==> config.mk <==
export PLATFORM = sky130hd
export DESIGN_NAME = data_cache_ctrl
export DESIGN_NICKNAME = d
export VERILOG_FILES = /design/src/rtl/data_cache_ctrl.sv
export SDC_FILE = /design/constraint.sdc
export NUM_CORES = 2
export LEC_CHECK = 0
export CAP_MARGIN = 20
export CELL_PAD_IN_SITES_DETAIL_PLACEMENT = 1
export CELL_PAD_IN_SITES_GLOBAL_PLACEMENT = 1
export CORE_MARGIN = 2
export CORE_UTILIZATION = 55
export CTS_CLUSTER_DIAMETER = 60
export CTS_CLUSTER_SIZE = 12
export DETAILED_ROUTE_END_ITERATION = 6
export GPL_TIMING_DRIVEN = 0
export PLACE_DENSITY_LB_ADDON = 0.12
export SLEW_MARGIN = 0
export SYNTH_ARGS = -nofsm -noshare
export SYNTH_HDL_FRONTEND = slang
export SYNTH_SLANG_ARGS = --single-unit
==> constraint.sdc <==
create_clock -name clock -period 26.7 [get_ports clock]
set_input_delay 4.005 -clock clock [delete_from_list [all_inputs] [get_ports clock]]
set_output_delay 4.005 -clock clock [all_outputs]
set_load 0.01 [all_outputs]
==> src/rtl/data_cache_ctrl.sv <==
// rtl/data_cache_ctrl.sv - direct-mapped write-back write-allocate data cache controller
module data_cache_ctrl #(
    parameter int INDEX_BITS = 4
) (
    input  logic         clock,
    input  logic         reset,
    input  logic         read_cmd,
    input  logic         write_cmd,
    input  logic         byte_access,
    input  logic [31:0]  address,
    input  logic [31:0]  write_data,
    output logic [31:0]  read_data,
    output logic         stall,
    output logic         mem_req,
    output logic         mem_we,
    output logic [31:0]  mem_addr,
    output logic [127:0] mem_wdata,
    input  logic [127:0] mem_rdata,
    input  logic         mem_ready
);

    localparam int LINES = 1 << INDEX_BITS;
    localparam int TAG_W = 28 - INDEX_BITS;

    typedef enum logic [1:0] {IDLE, EVICT, FILL} state_t;

    state_t             state_q, state_d;
    logic [127:0]       data_q [LINES];
    logic [TAG_W-1:0]   tag_q  [LINES];
    logic [LINES-1:0]   valid_q, valid_d;
    logic [LINES-1:0]   dirty_q, dirty_d;
    logic               mem_req_q, mem_req_d;
    logic               mem_we_q, mem_we_d;
    logic [31:0]        mem_addr_q, mem_addr_d;
    logic [127:0]       mem_wdata_q, mem_wdata_d;
    logic [27:0]        line_addr_q, line_addr_d;

    logic [INDEX_BITS-1:0] idx;
    logic [TAG_W-1:0]      tag;
    logic [INDEX_BITS-1:0] line_idx;
    logic [TAG_W-1:0]      line_tag;
    logic [127:0]          cur_line;
    logic [127:0]          wline;
    logic [31:0]           rword;
    logic [7:0]            rbyte;
    logic                  req;
    logic                  hit;
    logic                  store;
    logic                  install;

    assign idx      = address[4 +: INDEX_BITS];
    assign tag      = address[31 -: TAG_W];
    assign line_idx = line_addr_q[INDEX_BITS-1:0];
    assign line_tag = line_addr_q[27 -: TAG_W];
    assign cur_line = data_q[idx];
    // Gating with reset keeps the outputs quiet and the arrays untouched while held in reset.
    assign req      = reset & (read_cmd | write_cmd);
    assign hit      = valid_q[idx] && (tag_q[idx] == tag);
    assign stall    = req & ((state_q != IDLE) | ~hit);
    assign rword    = cur_line[{address[3:2], 5'b0} +: 32];
    assign rbyte    = cur_line[{address[3:0], 3'b0} +: 8];

    assign read_data = (req && read_cmd && !write_cmd && !stall)
                     ? (byte_access ? {24'b0, rbyte} : rword) : 32'b0;

    assign mem_req   = mem_req_q;
    assign mem_we    = mem_we_q;
    assign mem_addr  = mem_addr_q;
    assign mem_wdata = mem_wdata_q;

    always_comb begin
        wline = cur_line;
        if (byte_access) begin
            wline[{address[3:0], 3'b0} +: 8] = write_data[7:0];
        end else begin
            wline[{address[3:2], 5'b0} +: 32] = write_data;
        end
    end

    always_comb begin
        state_d     = state_q;
        valid_d     = valid_q;
        dirty_d     = dirty_q;
        mem_req_d   = mem_req_q;
        mem_we_d    = mem_we_q;
        mem_addr_d  = mem_addr_q;
        mem_wdata_d = mem_wdata_q;
        line_addr_d = line_addr_q;
        store       = 1'b0;
        install     = 1'b0;
        case (state_q)
            IDLE: begin
                if (req && hit) begin
                    if (write_cmd) begin
                        store        = 1'b1;
                        dirty_d[idx] = 1'b1;
                    end
                end else if (req) begin
                    // Latch the missing line so a dropped request still completes coherently.
                    line_addr_d = address[31:4];
                    mem_req_d   = 1'b1;
                    if (valid_q[idx] && dirty_q[idx]) begin
                        state_d     = EVICT;
                        mem_we_d    = 1'b1;
                        mem_addr_d  = {tag_q[idx], idx, 4'b0};
                        mem_wdata_d = cur_line;
                    end else begin
                        state_d    = FILL;
                        mem_we_d   = 1'b0;
                        mem_addr_d = {address[31:4], 4'b0};
                    end
                end
            end
            EVICT: begin
                if (mem_ready) begin
                    dirty_d[line_idx] = 1'b0;
                    state_d           = FILL;
                    mem_we_d          = 1'b0;
                    mem_addr_d        = {line_addr_q, 4'b0};
                end
            end
            FILL: begin
                if (mem_ready) begin
                    install           = 1'b1;
                    valid_d[line_idx] = 1'b1;
                    dirty_d[line_idx] = 1'b0;
                    state_d           = IDLE;
                    mem_req_d         = 1'b0;
                    mem_we_d          = 1'b0;
                end
            end
            default: state_d = IDLE;
        endcase
    end

    always_ff @(posedge clock or negedge reset) begin
        if (!reset) begin
            state_q     <= IDLE;
            valid_q     <= '0;
            dirty_q     <= '0;
            mem_req_q   <= 1'b0;
            mem_we_q    <= 1'b0;
            mem_addr_q  <= 32'b0;
            mem_wdata_q <= 128'b0;
            line_addr_q <= 28'b0;
        end else begin
            state_q     <= state_d;
            valid_q     <= valid_d;
            dirty_q     <= dirty_d;
            mem_req_q   <= mem_req_d;
            mem_we_q    <= mem_we_d;
            mem_addr_q  <= mem_addr_d;
            mem_wdata_q <= mem_wdata_d;
            line_addr_q <= line_addr_d;
        end
    end

    always_ff @(posedge clock) begin
        if (install) begin
            data_q[line_idx] <= mem_rdata;
            tag_q[line_idx]  <= line_tag;
        end else if (store) begin
            data_q[idx] <= wline;
        end
    end

endmodule

==> impl_results.md <==
- Status: finished clean
- Compound-cell area share of the yosys netlist: 0.03383
- CP max stage cell: clkbuf_1
- First-pass GRT wire length: 568,100 µm
- Distinct cells, synth: 74
- Fill cell count: 16,186
- CP Capture Type: output port
- Most frequent cells in the layout: 2,432 x edfxtp_1, 743 x mux4_2, 383 x clkdlybuf4s50_1
- Share of layout cells above drive strength 1: 0.2510
- DR pass1 iterations: 6
- CP peak stage delay: 860 ps
- Max_slew headroom: 0.05465
- Adder-Cell Fraction of Synth Area: 0.001262
- GR Overflow Total: 0
- Post-synthesis sequential area ratio: 0.7198
- Hpwl dp: 290,600 µm
- Max_cap viols: 0
- Root buffer cell: clkbuf_16
- CP required: 22,690 ps
- Die ar.: 0.2019 mm²
- Async SR Flop Fraction: 0.08296
- Final min period: 15,830 ps
- Worst VDD drop: 65.00 µV
- Final core utilization: 0.6487
- Number of enable flip-flop cells after synthesis: 2,432
- Design area: 0.1279 mm²
- Bufs and invs on worst path: 6
- Placed Area: 0.1200 mm²
- Hold buffer count at CTS: 0
- Post-Synthesis Cell Area: 0.1091 mm²
- Final setup vio count: 0
- HP Class: flop to flop
- Port bufs: 384
- Antenna violations before repair: 52
- Cell Pwr Density: 82.73 mW/mm²
- Most common cell after layout, fill and taps aside: edfxtp_1
- CP arrival: 11,830 ps
- Clock-pin slew on the worst setup and hold paths: 60 ps
- Initial DRC count: 10,124
- Total Nets Final: 6,488
- Largest net degree at the start of global routing: 102
- Fmax: 63.16 MHz
- Gpl congestion: 1.045
- Die height: 449.4 µm
- CTS tree: done
- Cell row count: 163
- Simple-gate share of the synthesized area: 0.02312
- Post-Synth XOR/XNOR Area: 0.002810
- Final ANT Viol Nets: 0
- Core ar.: 0.1972 mm²
- Area leader, netlist: edfxtp_1
- Crit path cell chain: clkdlybuf4s50_1 > clkinv_1 > buf_2 > clkbuf_1 > mux4_2 > xnor2_1 > nand2_1 > a21oi_1 > o2111ai_1 > nor3_2 > nand3_1 > clkbuf_1 > nor2b_1 > clkdlybuf4s50_1
- Worst-Margin Slew: 1418 ps
- Post-cts gate resize count: 0
- Clk buf depth: 4
- Syn. warnings: 0
- Post-synth top area share: 0.6694
- Setup Skew: 54.80 ps
- Via count: 65,650
- Clock latency on the worst-skew pair: 960 ps
- Clk sinks: 2,652
- IO Count: 393
- Tot Pwr: 0.01058 W
- WS Path Type: input port to output port
- Top cells by area, synth: edfxtp_1 67%, mux4_2 15%, dfrtp_1 5.0%, mux2_2 2.0%, mux2i_1 1.6%
- CTS buffer count: 277
- Cells after Synth: 5,435
- Avg WL per Cell: 46.13 µm
- Number of global-route vias before repair: 66,114
- Endpoints failing hold: 0
- LEAKAGE: 41.66 nW
- Unrepaired setup endpoints after global routing: false
- Vias/cell: 7.206
- Max-slew violations: 0
- Main synth FF type: edfxtp_1
- # DRC: 0
- Die width: 449.4 µm
- Layout area overhead: 17.27%
- WL final: 420,200 µm
- Post-synthesis mux area share: 0.2023
- Period utilization: 0.5930
- Gr usage total: 0.4180
- Crit Path Max Fanout: 10
- Mean Syn Cell Area: 20.07 µm²
- CP Launch Type: input port
- Initial core utilization: 0.5532
- Number of H-tree levels: 5
- Setup Fix Bufs, Post-CTS: 0
- Setup TNS: 0 ps
- Largest family of logic cells by synthesized area: multiplexers
- Flops & latches, synth: 2,652
- Crit-path leading delay family: buffers and inverters
-- final timing paths --
| check | slack, ps | endpoint | cells past startpoint | startpoint |
|---|---|---|---|---|
| hold reg to reg | 470 | valid_q[11] | 1 | valid_q[11] |
| setup / recovery | 10870 | read_data[20] | 14 | address[5] |
| setup reg to reg | 20600 | data_q[10][123] | 15 | tag_q[13][3] |
| max in group asynchronous | 22130 | mem_wdata[13] | 3 | reset |
| min in group asynchronous | 3130 | mem_addr[21] | 1 | reset |
| hold / removal | 470 | valid_q[11] | 1 | valid_q[11] |
-- cells by family (layout without fill, tap and decap cells) --
| logic type | count (synthesis) | after routing |
|---|---|---|
| adder cells (fa/ha/maj) | 11 | 11 |
| buffers and inverters | 396 | 1391 |
| flip-flops | 2652 | 2652 |
| AO/OA/AOI/OAI | 555 | 555 |
| XOR/XNOR | 35 | 35 |
| AND/OR/NAND/NOR | 551 | 551 |
| multiplexers | 1234 | 1234 |
| other | 1 | 41 |
-- per-stage QoR --
stage          cells  setup slack (ps)  hold WS, ps
2_1_floorplan   5438              9926        429.6
3_3_place_gp    8462            -13090        444.4
3_5_place_dp    8632             11380        451.8
4_1_cts         9065             11330        465.6
5_1_grt         9091             11140        486.0
6_report        9110             10870        465.0
-- power by group --
group	leakage [nW]	internal, W	switching, W	total (W)
combinational	13.3	0.000731	0.00106	0.00179
sequential	24.6	0.00501	0.000253	0.00526
clock	3.75	0.00197	0.00157	0.00354
total	41.7	0.00771	0.00287	0.0106
-- per-layer routing --
| layer | track usage | vias up | part of all wire | wire length [µm] |
|---|---|---|---|---|
| met5 | 0 | - | 0.00048 | 202 |
| met2 | 0.6335 | 5382 | 0.46 | 193100 |
| met4 | 0.2992 | 30 | 0.088 | 36800 |
| met1 | 0.5387 | 34680 | 0.34 | 144200 |
| li1 | - | 24272 | - | - |
| met3 | 0.09499 | 1286 | 0.11 | 45930 |
-- cell type report --
type	count	area (µm²)	share of cell area
diodes	37	92.59	0.0007237
plain buffers	349	1674	0.01308
clock buffers	417	7677	0.06001
clock inverters	16	116.4	0.0009095
inverters	47	176.4	0.001379
multi-input cells	2390	29050	0.2271
flip-flops and latches	2652	78540	0.6138
well taps	2640	3303	0.02582
repair buffers	562	7317	0.05719
-- state kept, by name, indices dropped and copies added, names as in the netlist --
signal / count
mem_addr: 28
valid_q: 16
mem_req: 1
tag_q: 384
state_q: 2
dirty_q: 16
line_addr_q: 28
mem_we: 1
data_q: 2048
mem_wdata: 128
-- cells in the mapped netlist (10+ instances only) --
master and instances:
nand2_1 232, nor2b_1 31, mux2_1 119, mux2i_1 179
mux2_2 191, buf_4 19, o21bai_1 12, a31oi_1 25
and2_1 13, clkbuf_1 205, ha_1 11, buf_2 80
buf_1 23, buf_6 20, a22oi_1 29, mux4_2 743
nand2b_1 10, nand3_1 22, xor2_1 10, and3_1 14
xnor2_1 25, a221oi_1 121, o21ai_0 62, or2_2 13
dfrtp_1 220, nor3_1 60, edfxtp_1 2432, a211oi_1 22
nor2_1 120, inv_1 42, a21oi_1 209
Power figures use the tool's default switching activity.
